===== config.mk =====
export PLATFORM = sky130hd
export DESIGN_NAME = timer_bank
export DESIGN_NICKNAME = d
export VERILOG_FILES = /design/src/rtl/timer_bank_pkg.sv /design/src/rtl/timer_chan.sv /design/src/rtl/timer_bank.sv
export SDC_FILE = /design/constraint.sdc
export NUM_CORES = 1
export LEC_CHECK = 0
export BUFFER_PORTS_ARGS = -buffer_cell sky130_fd_sc_hd__buf_2
export CAP_MARGIN = 20
export CORE_UTILIZATION = 55
export CTS_CLUSTER_DIAMETER = 30
export DETAILED_ROUTE_END_ITERATION = 7
export PLACE_DENSITY = 0.81
export SYNTH_ARGS = -nofsm -noshare
export SYNTH_HDL_FRONTEND = slang
export SYNTH_SLANG_ARGS = --single-unit

===== constraint.sdc =====
create_clock -name clk -period 5.4 [get_ports clk]
set_input_delay 0.27 -clock clk [delete_from_list [all_inputs] [get_ports clk]]
set_output_delay 0.27 -clock clk [all_outputs]
set_load 0.02 [all_outputs]

===== src/rtl/timer_bank_pkg.sv =====
// Shared definitions for the timer bank: channel state encoding and default sizes.
package timer_bank_pkg;

   localparam int unsigned NCH_DEFAULT   = 4;
   localparam int unsigned WIDTH_DEFAULT = 24;

   typedef enum logic {
      ST_IDLE = 1'b0,
      ST_RUN  = 1'b1
   } chan_state_t;

endpackage


===== src/rtl/timer_chan.sv =====
// One timer channel: IDLE/RUN FSM, down-counter with reload, mode bit and sticky status.
import timer_bank_pkg::*;

module timer_chan #(
   parameter int unsigned WIDTH = WIDTH_DEFAULT
) (
   input  logic             clk,
   input  logic             rst,
   input  logic             load,
   input  logic [WIDTH-1:0] load_value,
   input  logic             periodic,
   input  logic             enable,
   input  logic             stop,
   input  logic             clr_status,
   output logic             expired,
   output logic [WIDTH-1:0] count,
   output logic             status,
   output chan_state_t      state
);

   localparam logic [WIDTH-1:0] ONE = WIDTH'(1);

   chan_state_t      state_q, state_d;
   logic [WIDTH-1:0] count_q, count_d;
   logic [WIDTH-1:0] reload_q, reload_d;
   logic             mode_q, mode_d;
   logic             status_q;
   logic             expired_q;
   logic             fire;

   // Load outranks stop and expiry; stop outranks expiry. IDLE ignores everything but load.
   always_comb begin
      state_d  = state_q;
      count_d  = count_q;
      reload_d = reload_q;
      mode_d   = mode_q;
      fire     = 1'b0;
      if (load) begin
         state_d  = ST_RUN;
         count_d  = load_value;
         reload_d = load_value;
         mode_d   = periodic;
      end else if (state_q == ST_RUN) begin
         if (stop) begin
            state_d = ST_IDLE;
         end else if (enable) begin
            if (count_q == '0) begin
               fire = 1'b1;
               if (mode_q) begin
                  count_d = reload_q;
               end else begin
                  state_d = ST_IDLE;
               end
            end else begin
               count_d = count_q - ONE;
            end
         end
      end
   end

   always_ff @(posedge clk) begin
      if (!rst) begin
         state_q   <= ST_IDLE;
         count_q   <= '0;
         reload_q  <= '0;
         mode_q    <= 1'b0;
         expired_q <= 1'b0;
         status_q  <= 1'b0;
      end else begin
         state_q   <= state_d;
         count_q   <= count_d;
         reload_q  <= reload_d;
         mode_q    <= mode_d;
         expired_q <= fire;
         // A new expiry beats a clear arriving in the same cycle.
         status_q  <= fire | (status_q & ~clr_status);
      end
   end

   assign expired = expired_q;
   assign count   = count_q;
   assign status  = status_q;
   assign state   = state_q;

endmodule


===== src/rtl/timer_bank.sv =====
// Bank of NCH independent timer channels with a registered, maskable interrupt.
import timer_bank_pkg::*;

module timer_bank #(
   parameter int unsigned NCH   = NCH_DEFAULT,
   parameter int unsigned WIDTH = WIDTH_DEFAULT
) (
   input  logic                 clk,
   input  logic                 rst,
   input  logic [NCH-1:0]       load,
   input  logic [NCH*WIDTH-1:0] load_value,
   input  logic [NCH-1:0]       periodic,
   input  logic [NCH-1:0]       enable,
   input  logic [NCH-1:0]       stop,
   input  logic [NCH-1:0]       clr_status,
   input  logic [NCH-1:0]       irq_mask,
   output logic [NCH-1:0]       expired,
   output logic [NCH-1:0]       active,
   output logic [NCH*WIDTH-1:0] count,
   output logic [NCH-1:0]       status,
   output logic                 irq
);

   chan_state_t chan_state [NCH];
   logic        irq_q;

   for (genvar i = 0; i < NCH; i++) begin : g_chan
      timer_chan #(.WIDTH(WIDTH)) u_chan (
         .clk        (clk),
         .rst        (rst),
         .load       (load[i]),
         .load_value (load_value[i*WIDTH +: WIDTH]),
         .periodic   (periodic[i]),
         .enable     (enable[i]),
         .stop       (stop[i]),
         .clr_status (clr_status[i]),
         .expired    (expired[i]),
         .count      (count[i*WIDTH +: WIDTH]),
         .status     (status[i]),
         .state      (chan_state[i])
      );
      assign active[i] = (chan_state[i] == ST_RUN);
   end

   // irq follows the registered status, so it lags status/irq_mask by one cycle.
   always_ff @(posedge clk) begin
      if (!rst) begin
         irq_q <= 1'b0;
      end else begin
         irq_q <= |(status & irq_mask);
      end
   end

   assign irq = irq_q;

endmodule

==> results by stage, run 1 <==
Clock network:
- The clock transition at the registers of the reported paths is 0.04 ns.
- In this run the number of H-tree levels came out at 2.
- The root cell of the clock tree is sky130_fd_sc_hd__clkbuf_16.
- The clock insertion delay at the later pin of the skew report is 0.53 ns.
- TritonCTS built the clock tree.
- The number of clock sinks is 209.
- The total CTS buffers is 45.
- No sink is reached through more buffers than the 3 on the longest clock path.
- Once the clock tree was built, the resizer swapped 0 gates to a different size.

Floorplan:
- The I/O pin total is 231.
- The width of the chip is 142.3 um.
- Once the floorplan was initialized, standard cells occupied 56.90% of the core.
- The total area inside the core boundary comes to 0.01902 mm^2.
- The initialized floorplan defines 50 standard-cell rows.
- The floorplan step defined a die boundary enclosing 0.02024 mm^2.
- The die is 142.3 um tall.

Power and ir drop:
- Per report_power, the sequential group accounts for 32.7% of the total.
- Combinational logic is responsible for 15.1% of the overall power.
- The maximum vdd drop is 0.3580 mV.
- The clock network fraction of design power is 52.2%.
- The proportion of total power due to net switching is 27.52%.
- The internal power of the cells is 3.947 mW.
- The analysis attributes to net switching a power of 1.499 mW.
- The power per cell area is 399.0 mW/mm^2.
- For this design the static power due to leakage is 5.723 nW.

Cells and area:
- The area growth from synthesis to layout is 26.15%.
- The count of inserted antenna diode cells is 0.
- Excluding fillers, the count of instances in the completed layout stands at 1877.
- The layout has 1567 filler cells.
- The library cells used most frequently in the layout, excluding fill and tap cells, are 230 x sky130_fd_sc_hd__buf_2, 209 x sky130_fd_sc_hd__dfxtp_1, 175 x sky130_fd_sc_hd__nand2_1.
- The ratio of cells with drive above 1 in the final layout is 21.40%.
- In the final design database the tool counted 1711 nets.
- The leading cell type in the layout, fill and taps excluded is sky130_fd_sc_hd__buf_2.

Synthesis:
- The sequential share of the synthesized area is 38.66%.
- The number of nets produced by synthesis is 1519.
- The Yosys step of the flow raised 0 warnings.
- The share of synthesized area in the top cell type comes to 38.66%.
- In the synthesized netlist the async set-or-reset flop fraction comes to 0%.
- The distinct cell type count of the synthesized netlist is 72.
- The flip-flop and latch count after synthesis is 209.
- Summed over all instances, the cell type with the most area after synthesis is sky130_fd_sc_hd__dfxtp_1.
- After synthesis, the mean cell area works out to 7.791 um^2.
- The instance count of the mapped netlist is 1389.
- The number of synthesized flops with an enable pin is 0.
- By area the synthesized netlist is led by sky130_fd_sc_hd__dfxtp_1 39%, sky130_fd_sc_hd__nand2_1 6.1%, sky130_fd_sc_hd__a21oi_1 5.3%.
- The synthesized netlist occupies a cell area of 0.01082 mm^2.
- In the synthesized netlist the dominant register cell turns out to be sky130_fd_sc_hd__dfxtp_1.

Setup path:
- Traced cell by cell, the critical path runs through or4_1, nor4_2, and2_0, a22oi_2, buf_4, o221ai_1, a21oi_1.
- STA classifies the critical path endpoint as a register.
- The maximum fanout along the worst path is 26.
- Data on the critical path arrives at its endpoint at 3.74 ns.
- STA puts the critical path data required time at 5.77 ns.
- The element type at the critical path start is a register.
- The critical path is of the reg2reg type.
- On the worst path, the slowest cell contributes a delay of 0.68 ns.
- The standard cell with the maximum stage delay on the critical path is sky130_fd_sc_hd__and2_0.

Global route:
- The first global-routing pass estimated 50.23 mm of wire.
- Summed over all layers, the global routing overflow is 0.
- The total global-route track usage is 30.22%.
- The number of antenna violations at the first check in global routing was 0.
- Entering global routing, the biggest net connects 78 pins.
- The via count of the first global-routing pass is 10327.

Drt:
- The first TritonRoute pass finished after 5 iterations.
- The total detailed-routing wirelength is 31.08 mm.
- The per-cell routed wire length is 16.56 um.
- The count of routing violations after the opening detailed-route iteration is 918.
- The total DRC errors in the routed layout is 0.
- The number of vias per cell is 5.958.
- The via count is 11184.
- The remaining antenna violation count is 0.

Place:
- The congestion estimate from routability-driven global placement came to 0.8809.
- The HPWL after detailed placement is 19.57 mm.
- The count of input and output buffers is 230.
- The number of placed instances, taps included is 1783.

Timing:
- The number of max-slew violations in the final report came to 0.
- Measured against its own limit, the worst slew margin works out to 27.22%.
- The slew at the pin closest to its max-slew limit is 1.082 ns.
- The worst hold slack after final layout is 0.01437 ns.
- The largest clock skew in the final design is 0.01482 ns.
- The worst path uses 62.27% of the clock period.
- The final hold violation count is 0.
- The shortest period the worst path allows is 3.363 ns.
- Summed over all failing endpoints, the final setup total negative slack is 0 ns.
- Setup violations remaining at the end of the flow were counted as 0.
- The achievable frequency is 0.2974 GHz.
- Setup repair after global routing left no endpoint under its margin.

Hold path:
- The worst hold path belongs to the class in2reg.

Job:
- The max-capacitance violation count is 0.

Outcome:
- The run finished with clean final reports.
-- per-stage QoR --
stage                     power [mW]  utilization (%)  area [um^2]  setup slack, ns
after floorplan                2.355                -        10820            2.775
after global placement         2.581            62.82        11950            2.299
after detailed placement       2.601            62.82        11950            2.183
after CTS                      5.464            71.70        13640            2.082
after global routing           5.650            71.78        13650            1.853
final                          5.447            71.78        13650            2.037
-- layout make-up --
class,instances,area [um^2],share of cell area (%)
clock inverter,24,299.0,2.190
sequential,209,4184,30.65
clock buffer,59,1291,9.458
multi-input combinational,1051,6107,44.73
inverter,19,73.82,0.5407
tap,260,325.3,2.383
timing repair buffer,255,1371,10.04
-- sequential cells by signal (all words and copies together) (netlist names) --
signal and flops:
g_chan.u_chan.count 96, g_chan.u_chan.reload_q 96, g_chan.u_chan.expired 4, g_chan.u_chan.mode_q 4, g_chan.u_chan.state 4, g_chan.u_chan.status 4
irq 1
-- power groups by stage --
stage	clock (mW)	sequential, mW	combinational, mW
2_1_floorplan	0	1.85	0.508
3_3_place_gp	0	1.80	0.785
3_5_place_dp	0	1.80	0.799
4_1_cts	2.87	1.78	0.815
5_1_grt	2.95	1.79	0.902
6_report	2.85	1.78	0.821
-- repair_timing --
item,in CTS,in global routing
hold endpoints to repair,10,0
setup buffers,0,0
hold buffers,10,0
-- Yosys cell counts, drive strengths merged, types with 5 or more instances --
cell    instances
or4             9
nor3b           7
nand3          30
a211o          40
a31oi          82
o211ai         25
nand2         175
or3            20
o21a            5
xor2           25
nor3           28
inv            17
or2             8
a211oi          8
nor2          127
nand2b         59
xnor2          28
o31ai           5
mux2i          23
and2            5
nor4b           5
ha              8
buf            22
a21oi         115
dfxtp         209
clkbuf         88
nand4          12
o21ai         110
nor4           23
-- logic make-up (layout without fill, tap and decap cells) --
family	after synthesis	in the layout	share of synthesized area (%)
mux	26	26	2.440
xor+xnor	53	53	4.290
flops	209	209	38.66
compound gates	435	435	24.95
simple gates	529	529	23.71
fa+ha+maj	8	8	0.9250
buf+inv	129	357	5.018
-- worst max-delay path, delay by kind of cell, from the launching register on --
family          cells  cell delay, ns
flops               1            0.37
compound gates      3            0.63
simple gates        3            1.88
buf+inv             1            0.33
-- final timing paths --
| check | startpoint | endpoint | slack (ns) | cells after the start |
|---|---|---|---|---|
| min | load_value[71] | g_chan[2].u_chan.reload_q[23] | 0.01 | 3 |
| min reg2reg | g_chan[0].u_chan.reload_q[7] | g_chan[0].u_chan.reload_q[7] | 0.46 | 2 |
| max | g_chan[2].u_chan.count[16] | g_chan[2].u_chan.count[19] | 2.04 | 7 |
| max reg2reg | g_chan[2].u_chan.count[16] | g_chan[2].u_chan.count[19] | 2.04 | 7 |
-- per-layer routing --
metal	wire, um	track usage (%)	vias up
met4	690	10.47	0
met3	2379	6.494	68
met2	14610	49.87	475
li1	-	-	5416
met1	13400	38.94	5225
met5	0	0	-
No activity file was read; power rests on OpenSTA's default activity.
==> inputs of run 2 (changes only) <==
- clock period: 5.4 -> 3.4 ns (I/O delays scaled with it)
==> run 2 against run 1 <==
The flow now finishes with violations (negative hold slack). Clock skew rose by 0.0018 ns. Largest cell class unchanged. Via count rose by 6.5%. Combinational power rose by 77%. Highest routed layer unchanged. Register-to-register slack got worse by 1.5 ns. Critical path type unchanged. Setup slack got worse by 1.5 ns. Non-clock buffer count rose by 112. Global-route usage rose by 3.5 points.
==> results by stage, run 2 (synthesis results as in run 1) <==
Drt:
- In the final routed layout, each cell accounts on average for 17.47 um.
- Using the TritonRoute via totals, the vias-per-cell ratio works out to 5.977.
- The final route contains 11906 vias.
- The total DRC errors in the routed layout is 0.
- Once detail routing completed, the nets flagged for antenna violations numbered 0.
- For this block, the initial DRC count from the detailed router was 1013.
- After detailed routing, the total wire length is 34.79 mm.
- The count of TritonRoute iterations in the first routing pass is 6.

Place:
- The placed instances occupy a cell area of 0.01207 mm^2.
- The final HPWL from detailed placement is 20.08 mm.
- The weighted congestion reported at the end of routability-driven placement is 0.8468.
- Buffers placed on the I/O ports in this run total 230.
- The number of placed instances, taps included is 1798.
- The placement-stage worst setup slack is 0.5116 ns.

Cells and area:
- The finished cells cover 0.01484 mm^2.
- The signed area change from the synthesized netlist to the final layout is 37.15%.
- The final cell utilization of the core is 78.04%.
- The library cell used most frequently in the layout, excluding fill and tap cells, is sky130_fd_sc_hd__buf_2.
- The net count of the finished layout is 1825.
- The count of inserted antenna diode cells is 0.
- The ratio of cells with drive above 1 in the final layout is 20.79%.
- The library cells used most frequently in the layout, excluding fill and tap cells, are 230 x sky130_fd_sc_hd__buf_2, 209 x sky130_fd_sc_hd__dfxtp_1, 175 x sky130_fd_sc_hd__nand2_1.
- Once layout is complete, the cells apart from fillers number 1992.

Hold path:
- For hold timing, the worst endpoint is irq.
- The worst hold path passes through 3 cells.
- The startpoint identified for the worst hold timing path is irq_mask[3].
- The worst hold path class is in2reg.

Timing:
- Headroom to the max-slew limit came out at 26.73%.
- Hold timing on the final database bottoms out at a slack of -0.0004167 ns.
- The total negative slack for setup checks is 0 ns.
- Setup slack on the critical path of the routed design comes to 0.4889 ns.
- The largest clock skew in the final design is 0.01662 ns.
- Setup violations remaining at the end of the flow were counted as 0.
- At the pin with the least slew margin, the transition time is 1.099 ns.
- The routed design could run at a clock period as short as 2.911 ns.
- The achievable frequency is 0.3435 GHz.
- The number of max-slew violations in the final report is 0.
- The final critical-path share of the clock period is 85.62%.
- The final hold violation count is 1.
- Setup repair after global routing left no endpoint under its margin.

Clock network:
- Once the clock tree was built, the setup fixing pass inserted 0 buffers.
- Once the clock tree was built, the resizer swapped 0 gates to a different size.
- Counting the buffers created by CTS gives 47.
- The clock transition at the registers of the reported paths is 0.05 ns.
- Clock tree synthesis selected as its root buffer the cell sky130_fd_sc_hd__clkbuf_16.
- The maximum buffer depth of the clock tree is 3.
- The number of hold buffers added after CTS is 108.
- The number of levels in the clock H-tree is 2.
- The clock net in this run drives a total of 209 sinks.
- TritonCTS built the clock tree.
- At the later pin of the worst-skew pair, clock insertion delay measures 0.53 ns.

Setup path:
- Along the worst path, the maximum fanout reaches 23.
- The register-to-register path setup slack is 0.49 ns.
- The worst register-to-register path begins at g_chan[3].u_chan.count[0].
- The endpoint type of the worst setup path is a register.
- The terminus of the critical flop-to-flop path is g_chan[3].u_chan.count[8].
- The data required time at the worst endpoint is 3.84 ns.
- STA classifies the critical path startpoint as a register.
- At the worst endpoint, the arrival time is 3.35 ns.
- The number of cells on the worst reg-to-reg path is 8.
- The kind of critical path is reg2reg.

Global route:
- Global routing consumed, over all layers together, 33.77% of the routing resources.
- The number of antenna violations at the first check in global routing was 0.
- The first global-routing pass estimated 55.91 mm of wire.
- The remaining global-route overflow is 0.
- The via count of the first global-routing pass is 11793.
- The pin count of the biggest net entering global routing is 106.

Job:
- Max-cap violations in this run came to 0.

Floorplan:
- The vertical die dimension is 142.3 um.
- The initialized floorplan defines 50 standard-cell rows.
- The effective utilization at floorplan is 56.90%.
- During I/O placement, the number of pins put on the boundary was 231.
- The floorplan step defined a core boundary enclosing 0.01902 mm^2.
- The die covers 0.02024 mm^2.
- The width of the chip is 142.3 um.

Power and ir drop:
- The power per cell area is 613.1 mW/mm^2.
- Overall power consumption after layout is estimated at 9.099 mW.
- The leakage power is 6.243 nW.
- Across the VDD grid, the largest voltage drop is 0.4466 mV.

Outcome:
- The run finished, with violations left.
- The checks that failed: negative hold slack.
run 2: area by class of cell:
type | instances | area, um^2
timing repair buffer | 367 | 2462
clock inverter | 25 | 400.4
inverter | 19 | 73.82
fill | 1292 | 4177
sequential | 209 | 4184
clock buffer | 61 | 1289
tap | 260 | 325.3
multi-input combinational | 1051 | 6107
run 2: worst max-delay path by stage:
stage                     depth (start not counted)                          to                      start  slack [ns]
final                                             8   g_chan[3].u_chan.count[8]  g_chan[3].u_chan.count[0]        0.49
after detailed placement                          8  g_chan[3].u_chan.count[16]  g_chan[3].u_chan.count[0]        0.51
after global placement                            8  g_chan[3].u_chan.count[16]  g_chan[3].u_chan.count[0]        0.63
after global routing                              8  g_chan[3].u_chan.count[16]  g_chan[3].u_chan.count[0]        0.36
after floorplan                                  10   g_chan[3].u_chan.count[7]  g_chan[3].u_chan.count[0]        0.77
after CTS                                         8   g_chan[3].u_chan.count[5]  g_chan[3].u_chan.count[0]        0.51
run 2: critical path, stage by stage, from the launching register on:
cell                      delay [ns]
sky130_fd_sc_hd__dfxtp_1        0.35
sky130_fd_sc_hd__inv_1          0.11
sky130_fd_sc_hd__ha_1           0.17
sky130_fd_sc_hd__or3b_2         0.43
sky130_fd_sc_hd__or4_1          0.56
sky130_fd_sc_hd__or2_1          0.45
sky130_fd_sc_hd__buf_4          0.30
sky130_fd_sc_hd__a211o_1        0.28
sky130_fd_sc_hd__a31oi_1        0.18
run 2: power breakdown:
| group | total [mW] | switching [mW] | leakage (nW) | internal, mW |
|---|---|---|---|---|
| combinational | 1.45 | 0.830 | 3.70 | 0.616 |
| clock | 4.82 | 1.42 | 0.819 | 3.41 |
| sequential | 2.83 | 0.201 | 1.73 | 2.63 |
run 2: routing by layer:
metal	wire length (um)	global-route usage, %	part of all wire, %	vias up
li1	-	-	-	5627
met1	13780	39.57	40	5527
met2	16790	58.41	48	636
met3	3019	7.436	8.7	116
met4	1206	16.07	3.5	0
met5	0	0	0	-
==> inputs of run 3 (changes only) <==
- clock period: 3.4 -> 3.7 ns (I/O delays scaled with it)
==> run 3 against run 2 <==
Combinational power shrank 8%. Largest cell class unchanged. Sequential cell count is the same. Sequential share of layout area grew 0.21 points. Die area is the same. Highest routed layer unchanged. First-iteration DRC count grew 19%. Register-to-register slack gained 0.10 ns. Sequential power shrank 8.1%. Critical path depth grew 1. The run now ends clean.
==> results by stage, run 3 (synthesis results as in run 1) <==
Timing:
- In the finished design, the share of the clock period the worst path needs comes to 84.06%.
- After routing, the total negative slack on setup checks comes to 0 ns.
- The shortest period the worst path allows is 3.110 ns.
- The worst path setup slack after routing is 0.5899 ns.
- The final hold violation count is 0.
- The setup violation total in the final timing report is 0.
- The normalized max-slew margin is 25.42%.
- The number of max-slew violations in the final report is 0.
- The largest clock skew in the final design is 0.01319 ns.
- For the pin with the worst max-slew slack, the measured transition is 1.119 ns.
- Setup repair after global routing left no endpoint under its margin.
- The achievable frequency is 0.3215 GHz.

Place:
- The congestion estimate from routability-driven global placement came to 0.8595.
- The final HPWL from detailed placement is 20.25 mm.
- The placement-stage cell area is 0.01204 mm^2.
- Input and output buffers added on the ports amount to 230.
- The placement-stage worst setup slack is 0.8774 ns.

Cells and area:
- After routing the design area is 0.01473 mm^2.
- The layout net count is 1819.
- The library cell used most frequently in the layout, excluding fill and tap cells, is sky130_fd_sc_hd__buf_2.
- The filler cell count in the final layout is 1311.
- The ratio of cells with drive above 1 in the final layout is 20.42%.
- The count of inserted antenna diode cells is 0.
- The top cell types in the final layout, fill and taps aside, are 230 x sky130_fd_sc_hd__buf_2, 209 x sky130_fd_sc_hd__dfxtp_1, 175 x sky130_fd_sc_hd__nand2_1.
- The signed area change from the synthesized netlist to the final layout is 36.12%.
- The final cell utilization of the core is 77.45%.

Drt:
- The count of TritonRoute iterations in the first routing pass is 7.
- After detailed routing, the total wire length is 35.32 mm.
- The total DRC errors in the routed layout is 0.
- After the first detailed-routing iteration, the DRC count stood at 1207.
- The number of vias per cell is 6.139.
- Once detail routing completed, the nets flagged for antenna violations numbered 0.
- The via count is 12180.
- After detailed routing, the average wire length per cell comes to 17.80 um.

Power and ir drop:
- The power per cell area is 558.8 mW/mm^2.
- The proportion of total power due to net switching is 26.94%.
- The power share of the combinational group is 16.2%.
- The switching power total is 2.217 mW.
- The internal power of the cells is 6.014 mW.
- The clock network accounts for 52.2% of the total power.
- The overall power of the completed layout is 8.231 mW.
- The power share of the sequential group is 31.6%.
- IR analysis of the VDD net gives a maximum drop of 0.4151 mV.
- The analysis attributes to cell leakage a power of 6.199 nW.

Global route:
- The via count of the first global-routing pass was 11855.
- The first global-routing pass estimated 56.79 mm of wire.
- The remaining global-route overflow is 0.
- The pin count of the biggest net entering global routing is 73.
- The total global-route track usage is 34.20%.
- The number of antenna violations at the first check in global routing came to 0.

Clock network:
- The number of levels in the clock H-tree is 2.
- The number of setup buffers added after CTS is 0.
- The clock passes through at most 3 buffers.
- After clock tree synthesis, the clock-pin slew on the worst setup and hold paths is 0.05 ns.
- The clock insertion delay at the later pin of the skew report is 0.53 ns.
- In this run the clock root is driven by a sky130_fd_sc_hd__clkbuf_16.
- The total CTS buffers is 46.
- The post-cts resize count is 0.
- The CTS tree is yes.
- The clock drives 209 sinks.

Hold path:
- In this run the worst hold path is classified as in2reg.

Outcome:
- The run finished with clean final reports.

Setup path:
- The kind of critical path is reg2reg.
- The element type at the critical path start is a register.
- The worst setup path is captured at a register.
- The delay contributed by the slowest stage of the critical path is 0.57 ns.
- Along the worst path, the maximum fanout reaches 9.
- The standard cell with the maximum stage delay on the critical path is sky130_fd_sc_hd__dlygate4sd3_1.
- The data required time at the worst endpoint is 4.09 ns.
- Data arrives at the worst endpoint at 3.50 ns.
- Walking the worst path, the cells encountered are inv_1, ha_1, or3b_2, or4_1, nor3_1, nand2_1, a31oi_1, dlygate4sd3_1, nor2_1.

Floorplan:
- The core region is 0.01902 mm^2.
- The effective utilization at floorplan is 56.90%.
- 231 I/O pins were placed.
- The number of placement rows is 50.
- The die is 142.3 um tall.
- From left edge to right edge, the die measures 142.3 um.
- The die covers 0.02024 mm^2.

Job:
- The max-capacitance violation count is 0.
run 3: final cells by class:
class	instances	area (um^2)	area share [%]
clock buffer	66	1338	9.080
tap	260	325.3	2.208
multi-input combinational	1051	6107	41.46
sequential	209	4184	28.40
clock inverter	17	295.3	2.005
timing repair buffer	362	2407	16.34
inverter	19	73.82	0.5011
run 3: final timing paths:
kind | to | depth (start not counted) | slack (ns) | startpoint
worst min-delay path | g_chan[2].u_chan.state | 3 | 0.01 | enable[2]
worst max register to register | g_chan[3].u_chan.state | 9 | 0.59 | g_chan[3].u_chan.count[0]
worst max-delay path | g_chan[3].u_chan.state | 9 | 0.59 | g_chan[3].u_chan.count[0]
worst min register to register | g_chan[0].u_chan.reload_q[18] | 2 | 0.46 | g_chan[0].u_chan.reload_q[18]
run 3: metrics by stage:
step / std cells / hold slack [ns]
final: 1984 / 0.01166
after CTS: 1984 / 0.0003253
after global placement: 1795 / 0.4198
after floorplan: 1389 / 0.3318
after detailed placement: 1795 / 0.4370
after global routing: 1984 / 0.01547
run 3: what timing repair did:
action / CTS / global route
endpoints found under the hold margin: 181 / 0
endpoints found under the setup margin: 0 / 0
hold buffers: 106 / 0
run 3: critical path: cells and delay by family, from the launching register on:
kind                       cells  cell delay (ns)
and+or+nand+nor                5             1.63
buffers and inverters          2             0.68
DFF                            1             0.34
adders and majority gates      1             0.17
AOI/OAI and AO/OA              1             0.16
run 3: power by group through the flow:
stage,Combinational [mW],Clock (mW),Sequential [mW]
2_1_floorplan,0.742,0,2.69
3_3_place_gp,1.16,0,2.62
5_1_grt,1.44,4.44,2.62
6_report,1.33,4.30,2.60
3_5_place_dp,1.19,0,2.63
4_1_cts,1.29,4.31,2.59
run 3: routing by layer:
metal  GRT usage (%)  wire [um]  vias up
met5               0          0        -
met4           19.19       1587        0
met3           7.133       3312      161
met2           57.30      16550      740
met1           40.74      13880     5643
li1                -          -     5636
